`config.mk`:
```
export PLATFORM = sky130hd
export DESIGN_NAME = regfile
export DESIGN_NICKNAME = d
export VERILOG_FILES = /design/src/rtl/regfile.sv
export SDC_FILE = /design/constraint.sdc
export NUM_CORES = 2
export LEC_CHECK = 0
export ABC_AREA = 1
export ABC_CLOCK_PERIOD_IN_PS = 3000
export CAP_MARGIN = 10
export CORE_MARGIN = 3
export CORE_UTILIZATION = 52
export DETAILED_ROUTE_END_ITERATION = 16
export DONT_BUFFER_PORTS = 1
export PLACE_DENSITY = 0.81
export SYNTH_ARGS = -nofsm -noshare
export SYNTH_HDL_FRONTEND = slang
export SYNTH_SLANG_ARGS = --single-unit
```
`constraint.sdc`:
```
create_clock -name clock -period 3 [get_ports clock]
set_clock_uncertainty 0.05 [all_clocks]
set_input_delay 0.6 -clock clock [delete_from_list [all_inputs] [get_ports clock]]
set_output_delay 0.6 -clock clock [all_outputs]
set_load 0.1 [all_outputs]
```
`src/rtl/regfile.sv`:
```
// regfile: 32 x 32-bit architectural register file with two combinational read
// ports, one clocked write port and a 3-bit ALU status register.
// Register 0 has no storage and always reads zero.
// Optional feature: define REGFILE_BYPASS_EN to forward the in-flight write
// data to a read port addressing the register being written.
module regfile #(
    parameter int unsigned WIDTH = 32,
    parameter int unsigned NREGS = 32
) (
    input  logic                       clock,
    input  logic                       reset,
    input  logic [$clog2(NREGS)-1:0]   rsNum,
    input  logic [$clog2(NREGS)-1:0]   rtNum,
    output logic [WIDTH-1:0]           rsData,
    output logic [WIDTH-1:0]           rtData,
    input  logic [$clog2(NREGS)-1:0]   rdNum,
    input  logic [WIDTH-1:0]           rdData,
    input  logic                       rdWriteEnable,
    input  logic [2:0]                 flagIn,
    input  logic                       flagWriteEnable,
    output logic [2:0]                 flags
);

    localparam int unsigned AW = $clog2(NREGS);

    // Storage for registers 1..NREGS-1 only; index 0 is never allocated
    logic [WIDTH-1:0] regs_q [1:NREGS-1];
    logic [WIDTH-1:0] regs_d [1:NREGS-1];
    logic [2:0]       flags_q;
    logic [2:0]       flags_d;

    logic [WIDTH-1:0] rs_stored;
    logic [WIDTH-1:0] rt_stored;

    // Next-state for the register array: one decoded write, r0 writes dropped
    always_comb begin
        regs_d = regs_q;
        for (int i = 1; i < int'(NREGS); i++) begin
            if (rdWriteEnable && (rdNum == AW'(i))) begin
                regs_d[i] = rdData;
            end
        end
    end

    // Next-state for the status flags: capture on strobe, otherwise hold
    always_comb begin
        flags_d = flags_q;
        if (flagWriteEnable) begin
            flags_d = flagIn;
        end
    end

    // State registers; async reset clears everything and overrides writes
    always_ff @(posedge clock or negedge reset) begin
        if (!reset) begin
            for (int i = 1; i < int'(NREGS); i++) begin
                regs_q[i] <= '0;
            end
            flags_q <= '0;
        end else begin
            regs_q  <= regs_d;
            flags_q <= flags_d;
        end
    end

    // Stored-value read decode for both ports; address 0 falls through to zero
    always_comb begin
        rs_stored = '0;
        rt_stored = '0;
        for (int i = 1; i < int'(NREGS); i++) begin
            if (rsNum == AW'(i)) begin
                rs_stored = regs_q[i];
            end
            if (rtNum == AW'(i)) begin
                rt_stored = regs_q[i];
            end
        end
    end

`ifdef REGFILE_BYPASS_EN
    logic wr_live;

    // Forward the pending write to a matching read port, never for r0 or in reset
    always_comb begin
        wr_live = reset && rdWriteEnable && (rdNum != '0);
        rsData  = (wr_live && (rdNum == rsNum)) ? rdData : rs_stored;
        rtData  = (wr_live && (rdNum == rtNum)) ? rdData : rt_stored;
    end
`else
    // Read ports return stored contents only
    always_comb begin
        rsData = rs_stored;
        rtData = rt_stored;
    end
`endif

    assign flags = flags_q;

endmodule
```
After elaboration in Yosys (flattened, before gate mapping) --
Cells that the tools add are included.
Storage, ports and cells: flip-flop bits (word level) 995, input bits 54, word-level logic and storage cells 218, output and inout port bits 67
Cells by class: equal/unequal tests 93, multiplexer cells 62, reductions and logical operators 31
Operator list (count):
- 32-bit two-way mux | 62
- 5-bit == test, second input constant | 48
- 5-bit by 4-bit == test with 1-bit output, second input constant | 24
- 5-bit by 3-bit == test with 1-bit output, second input constant | 12
- 1-bit logical AND | 31
- 5-bit by 2-bit == test with 1-bit output, second input constant | 6
- 5-bit by 1-bit == test with 1-bit output, second input constant | 3

Depth between registers and ports, before layout --
depth in word-level cells 32, depth in mapped cells 22

Worst setup path before layout --
OpenSTA, ideal clock, no wires.
kind in2out, from input port rtNum[1], to output port rtData[17], setup slack -0.851 ns, arrival 3.201 ns, stages on the path 21, cell sequence buf_4 > inv_1 > nor2_1 > buf_2 > buf_2 > nand4_1 > nand3_1 > nor2_1 > nand4_1 > nor2_1 > nand4_1 > nor2_1 > nand4_1 > nor2_1 > nand4_1 > nor2_1 > nand4_1 > nor2_1 > nand4_1 > nor2_1 > nand4_1
On the way: longest elaborated chain between the ends 32
Ends and longest elaborated chain:
- start, declared | RTL line 13 | input logic [$clog2(NREGS)-1:0] rtNum,
- 5-bit by 1-bit == test with 1-bit output | RTL line 74 | if (rtNum == AW'(i)) begin
- 32-bit two-way mux (30 in series) | RTL line 74
- 32-bit two-way mux * | RTL line 74
- end, declared | RTL line 15 | output logic [WIDTH-1:0] rtData,
Every way passes the cells marked *; elsewhere a longest branch is shown, timed or not.

Final worst setup path --
from register regs_q[943] (netlist name), to output port rsData[15]
On the way: longest elaborated chain between the ends 30
Ends and longest elaborated chain:
- start, declared | RTL line 27 | logic [WIDTH-1:0] regs_q [1:NREGS-1];
- start signal, assigned | RTL line 61 | regs_q <= regs_d;
- 32-bit two-way mux (30 in series) | RTL line 71 | if (rsNum == AW'(i)) begin
- end, declared | RTL line 14 | output logic [WIDTH-1:0] rsData,
Every way passes these cells.

==> key figures <==
Pwr
  – Design Power: 40.3 mW
  – Leakage Power: 28.8 nW
  – Max rail drop VDD: 0.000539 V
  – Power per cell area: 644 nW/um^2

Floorplanning
  – Die extent in x: 319 um
  – Core Region: 96900 um^2
  – Die height: 319 um
  – IO Pins: 121
  – Starting Density: 0.525
  – FP Rows: 114
  – Total die area: 102000 um^2

Yosys
  – Netlist cell types: 27
  – Post-synthesis cell area: 50900 um^2
  – Synthesized instance count: 7054
  – Syn nets: 7108
  – Yosys reg bits: 995
  – Seq/Total Area, Yosys: 0.489
  – Synth Warn #: 0
  – Syn Area/Cell: 7.21 um^2

STA
  – Slew Limit Fails: 0
  – Min cycle time layout: 4.46 ns
  – RSZ-0062 raised after global routing: yes
  – Slew margin rel.: 0.219
  – Fin. Hold Viols: 0
  – # setup viols final: 64
  – Setup WS post-layout: -1.46 ns
  – Worst-margin pin slew: 1.17 ns
  – Setup TNS: -79.02 ns
  – Fmax: 224 MHz
  – Crit share post-route: 1.49

Detailed routing
  – DRC: 0
  – Antenna Nets Post-Route: 0
  – Iteration-0 DRC Markers: 8926
  – Pre-antenna DRT Iters: 14
  – Via/cell ratio: 6.15
  – Routed wire per std cell: 21.6 um
  – Vias: 53438
  – Wirelength, routed: 188 mm

Clocking
  – H-tree levels: 3
  – Clock latency on the worst-skew pair: 0.71 ns
  – CTS max path bufs: 3
  – CTS sink count: 995
  – Cts bufs inserted: 104
  – Clock Root Buffer: clkbuf_16
  – CTS tree: yes
  – Clk slew on worst S/H paths: 0.06 ns

Setup path
  – R2R Path End: flags[0]$_DFFE_PN0P_
  – FF-to-FF Start: flags[0]$_DFFE_PN0P_
  – Reg2reg path depth: 2
  – R2r setup slk: 1.08 ns
  – Critical Path Start Type: register
  – Critical Path AT: 3.81 ns
  – Crit-path max FO: 3
  – WS Path Type: reg -> out
  – WP data required: 2.35 ns
  – Worst setup EP type: output pin

Placement
  – Placed Cells: 8451
  – Dpl hpwl: 123 mm
  – GPL Wtd Cong: 1.01
  – Post-place setup slack: -1.37 ns
  – IO buf count: 0

Global route
  – Gr ovfl total: 0
  – First-pass GRT wire length: 285 mm
  – Largest net degree at the start of global routing: 219
  – Initial antenna violation count: 4
  – GRT Overall Usage: 0.355
  – Vias in the first global route: 50296

Outcome
  – Status: complete, but fails checks
  – Failing checks: setup timing

Layout
  – Fillers: 7486
  – Layout Utilization: 0.646
  – Layout Cells excl Fill: 8689
  – Final nets: 7372
  – Share of cells above drive strength 1: 0.167
  – Area grow syn2layout: 22.9%

Worst hold path
  – Worst min path class: in -> async

Flow run
  – Max Cap Viol: 0
[routing by layer]
layer	up-vias	part of all wire	GRT usage	wire, um
met2	4173	0.43	0.539	81300
li1	23359	-	-	-
met1	25026	0.36	0.457	67000
met5	-	0	0	0
met4	0	0.077	0.219	14300
met3	880	0.13	0.0906	24900
[cells by family after synthesis]
kind of cell | after synthesis | share of synthesized area
and+or+nand+nor | 4062 | 0.335
buffers and inverters | 934 | 0.0703
muxes | 3 | 0.000664
DFF | 995 | 0.489
AOI/OAI and AO/OA | 1060 | 0.105
[cell usage after synthesis]
cell / number / share of area
a21oi_1: 38 / 0.0037
and2_1: 1 / 0.00012
buf_1: 12 / 0.00089
buf_2: 43 / 0.0042
buf_4: 5 / 0.00074
clkbuf_1: 439 / 0.032
clkinv_1: 2 / 0.00015
dfrtp_1: 995 / 0.49
inv_1: 416 / 0.031
inv_2: 17 / 0.0013
mux2_2: 3 / 0.00066
nand2_1: 2471 / 0.18
nand2_2: 4 / 0.00049
nand3_1: 87 / 0.0086
nand4_1: 578 / 0.071
nor2_1: 839 / 0.062
nor2_2: 6 / 0.00074
nor2_4: 1 / 0.00022
nor3_1: 13 / 0.0013
nor3_2: 4 / 0.00079
nor3_4: 1 / 0.00032
nor3b_1: 1 / 0.00015
o2111ai_1: 8 / 0.0014
o21ai_0: 1014 / 0.10
or2_0: 5 / 0.00061
or2_1: 1 / 0.00012
or2_2: 50 / 0.0061
[critical path, cell delays in order, from the launching register on]
cell	delay (ns)
dfrtp_1	0.43
nand4_1	0.15
nand3_2	0.11
nor2_2	0.10
nand4_1	0.12
nor2_1	0.14
nand4_1	0.19
nor2_2	0.18
nand4_1	0.13
nor2_1	0.13
nand4_1	0.18
nor2_1	0.18
nand4_1	0.24
nor2_1	0.17
nand4_1	0.10
nor2_1	0.11
nand4_1	0.20
buf_12	0.24
[per-stage QoR]
stage               hold slack (ns)  area, um^2
CTS                           0.205       61700
global route                  0.308       62500
floorplan                     0.254       51500
finish                        0.211       62500
detailed placement            0.257       57400
global placement              0.257       57400
[cell usage in the layout (no fill, tap or decap), types with 4 or more instances in the layout]
cell type,n
inv_2,19
bufinv_16,11
buf_4,481
clkbuf_16,115
dfrtp_1,992
nand3_4,9
nand4_1,578
o21ai_0,1002
nor2_4,19
clkinv_2,25
nor3_4,7
nand2_8,10
buf_6,19
nand2_2,57
o2111ai_2,4
a21oi_1,38
nor2_2,162
buf_12,132
inv_4,4
nand3_1,31
clkinvlp_4,5
buf_16,6
nor3_2,9
nand2_4,5
inv_1,408
nand2_1,2403
nor2_1,666
o21ai_1,11
clkbuf_8,28
nand3_2,47
dlygate4sd3_1,7
clkbuf_1,19
or2_0,5
or2_2,50
[power breakdown]
group,internal [mW],switching [mW]
logic,2.91,5.52
registers,15.9,2.08
clock network,8.12,5.73
[registers in the layout, summed over array words and instances, names as in the netlist]
signal	cells
flags	3
regs_q	992
[how the worst max path moves through the flow]
stage / start / end / slack (ns) / cells after the start
after floorplan: rtNum[0] / rtData[3] / -0.75 / 20
after global placement: rsNum[1] / rsData[18] / -1.34 / 14
after detailed placement: rsNum[1] / rsData[18] / -1.37 / 14
after CTS: regs_q[926]$_DFFE_PN0P_ / rtData[30] / -1.37 / 17
after global routing: regs_q[951]$_DFFE_PN0P_ / rsData[23] / -1.61 / 18
final: regs_q[943]$_DFFE_PN0P_ / rsData[15] / -1.46 / 17
[timing repair]
action / in CTS / in global routing
gates resized for setup: 155 / 143
buffers inserted: 5 / 13
hold buffers: 7 / 1
endpoints found under the hold margin: 43 / 3
gates cloned: 2 / 10
endpoints found under the setup margin: 302 / 684
pin swaps: 64 / 129
[layout make-up]
type / instances / area [um^2] / area share
flip-flops and latches: 995 / 24900 / 0.398
well taps: 1276 / 1600 / 0.0255
repair buffers: 656 / 6950 / 0.111
inverters: 435 / 1650 / 0.0264
clock inverters: 46 / 568 / 0.00908
diodes: 3 / 7.51 / 0.000120
clock buffers: 152 / 3100 / 0.0495
multi-input cells: 5126 / 23800 / 0.380
(Power assumes the default switching activity.)
